File: config.mk
export PLATFORM = sky130hd
export DESIGN_NAME = state_col_reader
export DESIGN_NICKNAME = d
export VERILOG_FILES = /design/src/rtl/state_col_reader.sv
export SDC_FILE = /design/constraint.sdc
export NUM_CORES = 1
export LEC_CHECK = 0
export ABC_AREA = 1
export BUFFER_PORTS_ARGS = -buffer_cell sky130_fd_sc_hd__buf_2
export CAP_MARGIN = 40
export CORE_ASPECT_RATIO = 0.9
export CORE_MARGIN = 5
export CORE_UTILIZATION = 30
export CTS_CLUSTER_SIZE = 28
export DETAILED_ROUTE_END_ITERATION = 12
export PLACE_DENSITY_LB_ADDON = 0.3
export SETUP_SLACK_MARGIN = 0.2
export SYNTH_ARGS = -nofsm -noshare
export SYNTH_HDL_FRONTEND = slang
export SYNTH_SLANG_ARGS = --single-unit
File: constraint.sdc
create_clock -name clk -period 8.1 [get_ports clk]
set_clock_uncertainty 0.15 [all_clocks]
set_input_delay 0.405 -clock clk [delete_from_list [all_inputs] [get_ports clk]]
set_output_delay 0.405 -clock clk [all_outputs]
set_load 0.005 [all_outputs]
File: src/rtl/state_col_reader.sv
// Column-serialising reader: captures a 128-bit state and presents its four 32-bit columns one per handshake.
// Optional feature: define STATE_COL_READER_KEY_XOR_EN to XOR each column with the captured round-key word.
module state_col_reader (
  input  logic         clk,
  input  logic         rst,
  input  logic         load,
  input  logic [127:0] data_in,
  input  logic [31:0]  key_in,
  input  logic         ready_in,
  output logic         valid_out,
  output logic [7:0]   out_1,
  output logic [7:0]   out_2,
  output logic [7:0]   out_3,
  output logic [7:0]   out_4,
  output logic [1:0]   i,
  output logic         busy,
  output logic         done
);

  typedef enum logic [1:0] {
    IDLE = 2'd0,
    EMIT = 2'd1,
    FIN  = 2'd2
  } state_t;

  state_t       state, state_next;
  logic [127:0] data_q;
  logic [31:0]  col;
  logic         capture;
  logic         xfer;

  always_ff @(posedge clk or posedge rst) begin
    if (rst) state <= IDLE;
    else     state <= state_next;
  end

  always_comb begin
    state_next = state;
    capture    = 1'b0;
    xfer       = 1'b0;
    case (state)
      IDLE: begin
        if (load) begin
          capture    = 1'b1;
          state_next = EMIT;
        end
      end
      EMIT: begin
        if (ready_in) begin
          xfer = 1'b1;
          if (i == 2'd3) state_next = FIN;
        end
      end
      FIN:     state_next = IDLE;
      default: state_next = IDLE;
    endcase
  end

  always_ff @(posedge clk or posedge rst) begin
    if (rst) begin
      data_q <= '0;
      i      <= '0;
    end else if (capture) begin
      data_q <= data_in;
      i      <= '0;
    end else if (xfer) begin
      i <= i + 2'd1;  // 3 -> 0 wrap coincides with entering FIN
    end
  end

  always_comb begin
    col = '0;
    case (i)
      2'd0: col = data_q[127:96];
      2'd1: col = data_q[95:64];
      2'd2: col = data_q[63:32];
      2'd3: col = data_q[31:0];
      default: col = '0;
    endcase
  end

`ifdef STATE_COL_READER_KEY_XOR_EN
  logic [31:0] key_q;

  always_ff @(posedge clk or posedge rst) begin
    if (rst)          key_q <= '0;
    else if (capture) key_q <= key_in;
  end

  assign {out_1, out_2, out_3, out_4} = col ^ key_q;
`else
  logic unused_key;
  assign unused_key = ^key_in;

  assign {out_1, out_2, out_3, out_4} = col;
`endif

  assign valid_out = (state == EMIT);
  assign busy      = (state != IDLE);
  assign done      = (state == FIN);

endmodule

[After elaboration in Yosys (flattened, before gate mapping)]
Cells that the tools add are included.
Storage, ports and cells
  register bits after elaboration: 132
  input port bits: 164
  output and inout bits: 37
  word-level logic and storage cells: 28
Operators by class
  add/subtract/negate cells: 1
  equal/unequal tests: 8
  multiplexer cells: 11
  reduce and logical (&&, ||, !) cells: 5
Operators by type and width (number)
  $pmux 32 s4: 1
  $mux 2: 5
  $eq 2x2->1 const B: 3
  $eq 2x1->1 const B: 2
  $logic_not 2->1: 2
  $mux 1: 4
  $ne 2x2->1 const B: 2
  $pmux 2 s2: 1
  $reduce_bool 2->1: 2
  $reduce_and 3->1: 1
  $add 2x1->2 const B: 1
  $ne 2x1->1 const B: 1

[Longest topological paths before layout]
  word-level depth: 4
  mapped depth: 7

[Worst setup path after synthesis]
OpenSTA, ideal clock, no wires.
  path type: register to output
  start point: register i[0]
  end point: output out_1[0]
  data arrival time: 1.320 ns
  required time: 7.545 ns
  path slack: 6.225 ns
  stages on the path, launching flop included: 8
  path buffers: 2
  cells stage by stage: dfrtp_1 > inv_1 > ha_1 > clkbuf_1 > inv_1 > clkbuf_1 > nand2_1 > nand2_1
Between the ends
  word-level cells in the longest chain between the ends: 2
  elaborated cells between the ends (all ways): 5
  those cells by class: eq/ne (3); mux (1); reduce/logical (1)
RTL lines
  start, declared: RTL line 15  | output logic [1:0] i,
  start signal, assigned: RTL line 67  | i <= i + 2'd1;
  $eq 2x2->1 (tied with other cells): RTL line 73  | case (i)
  $pmux 32 s4 (*): RTL line 73
  end, declared: RTL line 11  | output logic [7:0] out_1,
Mark *: on every way between the ends. The rest lies on a longest branch, timed or not.

[Worst setup path after layout]
  start point: register state[0]
  end point: output busy
Between the ends
  word-level cells in the longest chain between the ends: 1
RTL lines
  start, declared: RTL line 26  | state_t state, state_next;
  start signal, assigned: RTL line 34  | else state <= state_next;
  $reduce_bool 2->1: RTL line 99  | assign busy = (state != IDLE);
  end, declared: RTL line 16  | output logic busy,
Every way passes these cells.

==> impl_metrics.tcl <==
set metrics [dict create \
    netSwitchingFraction 0.391 \
    worst_pin_slew_ns 0.873 \
    period_share 0.380 \
    combinationalPowerShare 0.371 \
    power_leakage_nw 4.35 \
    met1Wirelength_um 8960 \
    start_kind "register" \
    cts_hold_buf 0 \
    synth.distinct_cells 14 \
    avgSynthCellArea_sq_um 7.55 \
    cts_resized 0 \
    io_buffers 168 \
    cts.clk_slew.worst_paths_ns 0.06 \
    antenna_found_initial 5 \
    cts_buffers 17 \
    placeableCoreArea_sq_um 20600 \
    cts_sinks 132 \
    grt_usage 0.171 \
    num-fill-cells 2229 \
    die_area_sq_um 23700 \
    switching_power_w 0.00119 \
    worst_slack_ns 5.02 \
    drv_cap 0 \
    drv_slew 0 \
    post_cts_buffers 0 \
    area_delta_synth_final_pct 25.1 \
    path_delay_family "buffers and inverters" \
    ant_nets 0 \
    drc 0 \
    grt_max_degree 83 \
    viasPerCell 4.72 \
    crit_required_ns 7.55 \
    fin_cells 1235 \
    p_seq_frac 0.371 \
    wl_met3_um 1390 \
    grt-ovfl-total 0 \
    dp_hpwl_um 13000 \
    clk_latency_ns 0.41 \
    ys_warn_count 0 \
    cts_tree "built" \
    first_global_vias 5749 \
    cp_common_cell "buf_4" \
    wl_per_cell_um 16.1 \
    grt_first_pass_wirelength_um 31600 \
    violations "negative hold slack" \
    routed-wl-met2_um 9180 \
    netlist_area_sq_um 6220 \
    cts_buffer_depth 2 \
    crit_arrival_ns 2.53 \
    placedCellCount 1204 \
    cp_num_buf_inv 4 \
    ys_seq_elements 132 \
    wirelength_um 19900 \
    drt_iter0_drc 450 \
    std_cell_rows 50 \
    syn_nets 993 \
    vdd_drop_max_mv 0.166 \
    rsz0062_at_grt "false" \
    fmax_mhz 325 \
    finalPower_w 0.00304 \
    cp_cell_sequence "nor2_4, buf_4, buf_4, inv_1, buf_2" \
    start_util 0.302 \
    routed.top_layer "met5" \
    period_needed_ns 3.08 \
    nets 1131 \
    dr.pass1.iters 6 \
    slew_headroom 0.418 \
    min_path_type "in -> async" \
    power_density_nw_per_um2 390 \
    clkPwrFrac 0.258 \
    whs_ns -0.0536 \
    p_int_w 0.00185 \
    cts_root_buf "clkbuf_16" \
    timing.setup.tns_ns 0 \
    die_w_um 162 \
    cpMaxStageDelayCell "buf_4" \
    path_class "reg -> out" \
    cp_max_fo 70 \
    outcome "complete, but fails checks" \
    place_ws_ns 5.44 \
    hold_viol_final 18 \
    yosysSeqAreaShare 0.531 \
    synthCells 825 \
    place.gp.congestion 0.781 \
    drive_gt1_frac 0.214 \
    htreeDepth 4 \
    vias 5832 \
    die_h_um 147 \
    io_pins 201 \
    cpPeakStageDelay_ns 0.65 \
    setup_viol 0 \
    critPathCaptureType "output port" \
]
[cells in the mapped netlist]
master    number  area share
inv_1          7      0.0042
nor2_1         2      0.0012
dfrtp_1      132        0.53
nand2_2        1      0.0010
ha_1           4      0.0080
buf_2         41       0.033
clkbuf_1      15      0.0090
buf_4          2      0.0024
buf_6          1      0.0018
nor3_1         1     0.00080
nor2_4         1      0.0018
nand4_1        1      0.0010
nand3_1      164        0.13
nand2_1      453        0.27
[final timing paths]
check,from,to,slack [ns],depth (start not counted)
min reg2reg,data_q[21]$_DFFE_PP0P_,data_q[21]$_DFFE_PP0P_,0.32,2
max reg2reg,state[0]$_DFFE_PP0P_,data_q[10]$_DFFE_PP0P_,5.71,5
min,rst,data_q[90]$_DFFE_PP0P_,-0.05,2
max,state[0]$_DFFE_PP0P_,busy,5.02,5
min in group clk,data_in[51],data_q[51]$_DFFE_PP0P_,0.07,3
max in group asynchronous,rst,data_q[6]$_DFFE_PP0P_,6.61,3
[cell type report]
class,instances,area [sq um],area share
sequential,132,3300,0.424
multi-input combinational,627,2610,0.336
timing repair buffer,178,918,0.118
clock buffer,22,464,0.0596
tap,260,325,0.0418
clock inverter,8,128,0.0164
inverter,7,31.3,0.00402
antenna,1,2.50,0.000321
[kinds of logic after synthesis]
group | share of synthesized area
adders and majority gates | 0.00804
buffers and inverters | 0.0505
DFF | 0.531
and+or+nand+nor | 0.411
[cells in the final DEF (no fill, tap or decap)]
cell / netlist / routed
clkbuf_16: 0 / 17
inv_6: 0 / 1
buf_2: 41 / 167
nand4_1: 1 / 1
nor3_1: 1 / 1
nand3_1: 164 / 164
clkbuf_1: 15 / 3
bufinv_16: 0 / 3
ha_1: 4 / 4
nand2_4: 0 / 1
clkinvlp_4: 0 / 5
buf_4: 2 / 11
nand2_1: 453 / 453
inv_1: 7 / 6
diode_2: 0 / 1
nor2_1: 2 / 2
nor2_4: 1 / 1
clkbuf_8: 0 / 2
dfrtp_1: 132 / 132
[flip-flops by register name (all words and copies together) (netlist names)]
name / flops
i: 2
state: 2
data_q: 128
[worst reg2reg max path, stage by stage, from the launching register on]
cell and delay (ns):
dfrtp_1 0.45, nor2_4 0.14, buf_4 0.59, buf_4 0.67, nand3_1 0.22, nand2_1 0.11
[per-stage QoR]
step	instance area (sq um)	util
after floorplan	6220	-
after global placement	7190	0.349
after detailed placement	7190	0.349
after CTS	7780	0.378
after global routing	7780	0.378
final	7780	0.378
[power by group through the flow]
stage	logic (W)	clock network, W	registers, W
floorplan	0.000760	0	0.00110
global placement	0.00114	0	0.00113
detailed placement	0.00116	0	0.00114
CTS	0.00116	0.000802	0.00113
global route	0.00131	0.000835	0.00117
finish	0.00113	0.000784	0.00113
[per-layer routing]
| layer | GRT usage | vias up |
|---|---|---|
| li1 | - | 2886 |
| met1 | 0.227 | 2729 |
| met2 | 0.274 | 184 |
| met3 | 0.0533 | 25 |
| met4 | 0.0402 | 8 |
| met5 | 0 | - |
Power figures use the tool's default switching activity.
